[config.mk]
export PLATFORM = sky130hd
export DESIGN_NAME = rptr_empty_fwft
export DESIGN_NICKNAME = d
export VERILOG_FILES = /design/src/rtl/rptr_empty_fwft_pkg.sv /design/src/rtl/rptr_empty_fwft_buf.sv /design/src/rtl/rptr_empty_fwft.sv
export SDC_FILE = /design/constraint.sdc
export NUM_CORES = 1
export LEC_CHECK = 0
export ABC_AREA = 1
export CAP_MARGIN = 20
export CORE_ASPECT_RATIO = 1.75
export CORE_MARGIN = 2
export CORE_UTILIZATION = 45
export DETAILED_ROUTE_END_ITERATION = 10
export PLACE_DENSITY = 0.74
export REMOVE_ABC_BUFFERS = 1
export SYNTH_ARGS = -nofsm -noshare
export SYNTH_HDL_FRONTEND = slang
export SYNTH_HIERARCHICAL = 1
export SYNTH_SLANG_ARGS = --single-unit
[constraint.sdc]
create_clock -name rclk -period 3.15 [get_ports rclk]
set_clock_uncertainty 0.15 [all_clocks]
set_input_delay 0.63 -clock rclk [delete_from_list [all_inputs] [get_ports rclk]]
set_output_delay 0.63 -clock rclk [all_outputs]
set_load 0.05 [all_outputs]
[src/rtl/rptr_empty_fwft_pkg.sv]
// Pointer helpers shared by the async FIFO read/write controllers and synchronizers.
package rptr_empty_fwft_pkg;

    localparam int FN_W = 32;

    typedef logic [1:0] occ_t;

    // Callers zero-extend pointers to FN_W and cast the result back to pointer width.
    function automatic logic [FN_W-1:0] bin2gray(input logic [FN_W-1:0] b);
        return b ^ (b >> 1);
    endfunction

    function automatic logic [FN_W-1:0] gray2bin(input logic [FN_W-1:0] g);
        logic [FN_W-1:0] b;
        b = '0;
        for (int i = 0; i < FN_W; i++) begin
            b = b ^ (g >> i);
        end
        return b;
    endfunction

endpackage

[src/rtl/rptr_empty_fwft_buf.sv]
// Two-entry FWFT output/skid buffer fed by the RAM read port; reports occupancy incl. in-flight fetch.
// Latency: fill captured on the edge it arrives; backpressure: holds rdata/rvalid while rvalid && !rready.
module rptr_empty_fwft_buf
    import rptr_empty_fwft_pkg::*;
#(
    parameter int DSIZE = 8
) (
    input  logic             rclk,
    input  logic             rrstn,
    input  logic             fill,
    input  logic [DSIZE-1:0] fill_dat,
    input  logic             rready,
    output logic [DSIZE-1:0] rdata,
    output logic             rvalid,
    output occ_t             occ
);

    logic             out_vld_q, out_vld_d;
    logic [DSIZE-1:0] out_dat_q, out_dat_d;
    logic             skid_vld_q, skid_vld_d;
    logic [DSIZE-1:0] skid_dat_q, skid_dat_d;
    logic             pop;

    always_comb begin
        out_vld_d  = out_vld_q;
        out_dat_d  = out_dat_q;
        skid_vld_d = skid_vld_q;
        skid_dat_d = skid_dat_q;
        pop        = out_vld_q & rready;
        if (pop) begin
            if (skid_vld_q) begin
                out_dat_d  = skid_dat_q;
                skid_vld_d = fill;
                if (fill) begin
                    skid_dat_d = fill_dat;
                end
            end else begin
                out_vld_d = fill;
                if (fill) begin
                    out_dat_d = fill_dat;
                end
            end
        end else if (fill) begin
            // Skid only ever fills behind a valid output word, so order is kept.
            if (!out_vld_q) begin
                out_vld_d = 1'b1;
                out_dat_d = fill_dat;
            end else begin
                skid_vld_d = 1'b1;
                skid_dat_d = fill_dat;
            end
        end
    end

    always_ff @(posedge rclk or negedge rrstn) begin
        if (!rrstn) begin
            out_vld_q  <= 1'b0;
            out_dat_q  <= '0;
            skid_vld_q <= 1'b0;
            skid_dat_q <= '0;
        end else begin
            out_vld_q  <= out_vld_d;
            out_dat_q  <= out_dat_d;
            skid_vld_q <= skid_vld_d;
            skid_dat_q <= skid_dat_d;
        end
    end

    assign rdata  = out_dat_q;
    assign rvalid = out_vld_q;
    assign occ    = {1'b0, out_vld_q} + {1'b0, skid_vld_q} + {1'b0, fill};

endmodule

[src/rtl/rptr_empty_fwft.sv]
// Async FIFO read side: read pointer, empty/level flags, credit-limited RAM fetch into FWFT buffer.
// Latency: new r_wptr to rvalid is 3 rclk; backpressure: fetch stops once buffer + in-flight reach 2.
module rptr_empty_fwft
    import rptr_empty_fwft_pkg::*;
#(
    parameter int ASIZE     = 4,
    parameter int DSIZE     = 8,
    parameter int AE_THRESH = 2
) (
    input  logic             rclk,
    input  logic             rrstn,
    input  logic [ASIZE:0]   r_wptr,
    output logic [ASIZE:0]   rptr,
    output logic [ASIZE-1:0] raddr,
    output logic             mem_ren,
    input  logic [DSIZE-1:0] mem_rdata,
    output logic [DSIZE-1:0] rdata,
    output logic             rvalid,
    input  logic             rready,
    output logic             rempty,
    output logic             raempty,
    output logic [ASIZE:0]   rlevel
);

    localparam int PW = ASIZE + 1;

    logic [PW-1:0] rbin_q, rbin_d;
    logic [PW-1:0] rptr_q, rptr_d;
    logic [PW-1:0] rlevel_q, rlevel_d;
    logic [PW-1:0] wbin;
    logic          rempty_q, rempty_d;
    logic          raempty_q, raempty_d;
    logic          ren_q, ren_d;
    occ_t          occ;
    logic [2:0]    occ_after;

    always_comb begin
        // A pop this cycle frees a slot, so fetch can continue at full rate.
        occ_after = {1'b0, occ} - {2'b0, rvalid & rready};
        mem_ren   = !rempty_q && (occ_after < 3'd2);
        wbin      = PW'(gray2bin(FN_W'(r_wptr)));
        rbin_d    = rbin_q + PW'(mem_ren);
        rptr_d    = PW'(bin2gray(FN_W'(rbin_d)));
        rlevel_d  = wbin - rbin_d;
        rempty_d  = (rptr_d == r_wptr);
        raempty_d = (rlevel_d <= PW'(AE_THRESH));
        ren_d     = mem_ren;
    end

    always_ff @(posedge rclk or negedge rrstn) begin
        if (!rrstn) begin
            rbin_q    <= '0;
            rptr_q    <= '0;
            rlevel_q  <= '0;
            rempty_q  <= 1'b1;
            raempty_q <= 1'b1;
            ren_q     <= 1'b0;
        end else begin
            rbin_q    <= rbin_d;
            rptr_q    <= rptr_d;
            rlevel_q  <= rlevel_d;
            rempty_q  <= rempty_d;
            raempty_q <= raempty_d;
            ren_q     <= ren_d;
        end
    end

    rptr_empty_fwft_buf #(
        .DSIZE (DSIZE)
    ) u_buf (
        .rclk     (rclk),
        .rrstn    (rrstn),
        .fill     (ren_q),
        .fill_dat (mem_rdata),
        .rready   (rready),
        .rdata    (rdata),
        .rvalid   (rvalid),
        .occ      (occ)
    );

    assign rptr    = rptr_q;
    assign raddr   = rbin_q[ASIZE-1:0];
    assign rempty  = rempty_q;
    assign raempty = raempty_q;
    assign rlevel  = rlevel_q;

endmodule

==> metrics <==
Placed Cells roughly 330; Core Box Area approximately 0.0041 mm2; share of layout cells above drive strength 1 0.177; Yosys cell types 27; Final GP Congestion between 0.8 and 0.9; Final nets a little over 300; die width ~53 um; max_cap viols 0; Skew-Pair Late Insertion Delay 0.29 ns; Die Area 0.00470 mm2; # hold bufs at CTS 0; Avg Synthesized Cell Area ~8.3 um2; clock-pin slew on the worst setup and hold paths roughly 0.070 ns; first-pass GRT wire length about 6700 um; met3 Use GR 0.0435; FF-to-FF End raempty; DRT antenna net count 0; I/O Pins 42; Startpoint Class primary input; Root Buffer clkbuf_8; Vias roughly 1600; Worst Hold Class flop to flop; CP Max Fanout 3; # fillers between 300 and 400; All-Layer GR Usage 0.194; worst setup path start rready; GR Util met1 0.191; Req. time, crit path ~3.2 ns; Hold Path Origin u_buf/rdata[1]; Worst Reg2Reg Path Length in Cells 18; Synth Warn # 6; global route overflow 0; Reg2Reg Setup Slack 0.16 ns; initial core utilization 0.458; final WL around 4200 um; htree depth 2; DR vias/cell between 4 and 5; CTS Buffer Depth 2; Antenna Cells 0; critical setup path kind primary input to flop; HPWL Detailed approximately 3200 um; final worst setup slack around 0.16 ns; initial drt markers 57; initial antenna violation count 0; Critical path destination raempty; length of the first detailed-routing pass in iterations 4; Synth top area share 0.443; period utilization 0.950; Area Growth Syn to Fin 39.2%; status finished clean; crit path DAT slightly above 3 ns; # DRC 0; DP Worst Slack -0.166 ns; Hold Fails Final Rpt 0; Final min period about 3.0 ns; Post-Syn Area ~0.0019 mm2; DR WL/cell 12.4 um; TritonCTS Buffers 5; Synth area leader dfrtp_1; Max Transition Viols Final 0; Mapped Cells 225; clock sinks 35; actual slew at the worst max-slew pin between 0.5 and 0.6 ns; post-synthesis sequential area ratio 0.471; most area-consuming cells after synthesis dfrtp_1 (44%), nand2_1 (19%), nand3_1 (4.8%); CTS tree yes; vias in the first global route 1634; Setup TNS 0 ns; #FFs+latches synth 35; Max-Slew Margin vs Limit 0.656; Hold WS between 0.3 and 0.4 ns; die height around 89 um; final setup vio count 0; Crit. End Element flop; grt peak-use layer met2; row cnt 31; largest net degree at the start of global routing 36; Final Non-Filler Cells roughly 340; port bufs 41; met2 Usage GRT 0.365; Reg2Reg Launch Point u_buf/skid_vld_q; Max Fclk around 330 MHz
==> Yosys cell counts <==
cell type,n
xnor2_1,1
xnor2_4,1
o21a_1,2
nand4_1,10
inv_1,21
nand3_2,1
nand2_2,3
buf_4,1
nand2_4,1
o21ai_0,1
dfrtp_1,33
fa_1,1
nand3_1,18
xnor2_2,1
nand3_4,1
xor2_1,9
inv_2,1
dfstp_2,2
xor2_2,1
nor3_1,2
and2_1,1
nor2_1,9
nand2_1,94
ha_1,5
buf_6,1
buf_2,3
a21boi_0,1
==> timing repair <==
action,in CTS,in global routing
endpoints found under the setup margin,0,3
gates resized for setup,0,13
hold endpoints to repair,0,0
setup buffers,0,1
==> worst min path at each step <==
stage	end	slack (ns)	cells after the start
3_5_place_dp	u_buf/skid_dat_q[4]	0.31	2
3_3_place_gp	u_buf/skid_dat_q[3]	0.30	2
6_report	u_buf/rdata[1]	0.33	2
5_1_grt	u_buf/skid_dat_q[6]	0.35	2
2_1_floorplan	rbin_q[0]	0.18	0
4_1_cts	u_buf/skid_dat_q[4]	0.33	2
==> layout make-up <==
class,instances,area (um2),area share
Sequential cell,35,878,0.338
Tap cell,49,61.3,0.0236
Inverter,22,82.6,0.0318
Multi-Input combinational cell,163,926,0.357
Timing Repair Buffer,60,563,0.217
Clock inverter,2,12.5,0.00482
Clock buffer,6,72.6,0.0280
==> per-stage QoR <==
stage	utilization	area [um2]
global placement	0.601	2450
detailed placement	0.601	2450
global route	0.637	2600
floorplan	-	1830
CTS	0.622	2530
finish	0.637	2600
==> placed cells by master, fill, tap and decap left out, drive strengths merged <==
cell type      count
clkinv             1
nand2             98
a21boi             1
buf               20
nand4             10
nor3               2
fa                 1
o21a               2
dfrtp             33
inv               22
xnor2              3
nand3             20
xor2              10
ha                 5
clkdlybuf4s50     40
dfstp              2
clkinvlp           1
and2               1
nor2               9
o21ai              1
clkbuf             6
==> cell families after synthesis <==
kind of cell             Yosys count  share of synthesized area
AND/OR/NAND/NOR                  140                      0.329
adder cells (fa/ha/maj)            6                     0.0443
AO/OA/AOI/OAI                      4                     0.0148
buffers and inverters             27                     0.0624
flip-flops                        35                      0.471
XOR/XNOR                          13                     0.0792
==> critical path, cell delays in order <==
cell             delay, ns
clkdlybuf4s50_1       0.49
nand2_1               0.09
o21a_1                0.20
nor3_2                0.20
ha_2                  0.24
ha_4                  0.21
buf_4                 0.15
nand2_2               0.07
nand2_1               0.05
inv_1                 0.05
ha_2                  0.15
inv_1                 0.06
nand2_2               0.09
nand2_2               0.07
nand2_2               0.06
nand2_1               0.06
nand2_1               0.08
inv_1                 0.05
nor2_1                0.08
==> metal layers <==
layer / part of all wire / vias up
met1: 0.37 / 763
met5: 0 / -
met3: 0.037 / 10
met4: 0.020 / 0
met2: 0.57 / 45
li1: - / 831
==> sequential cells by signal, indices dropped and copies added (netlist names) <==
name	flops
rptr	4
rbin_q	5
u_buf/rvalid	1
rempty	1
ren_q	1
raempty	1
u_buf/skid_dat_q	8
u_buf/rdata	8
u_buf/skid_vld_q	1
rlevel	5
Power is not shown: default switching activity piles up to over one toggle a cycle in this logic, so the estimate is an artifact.
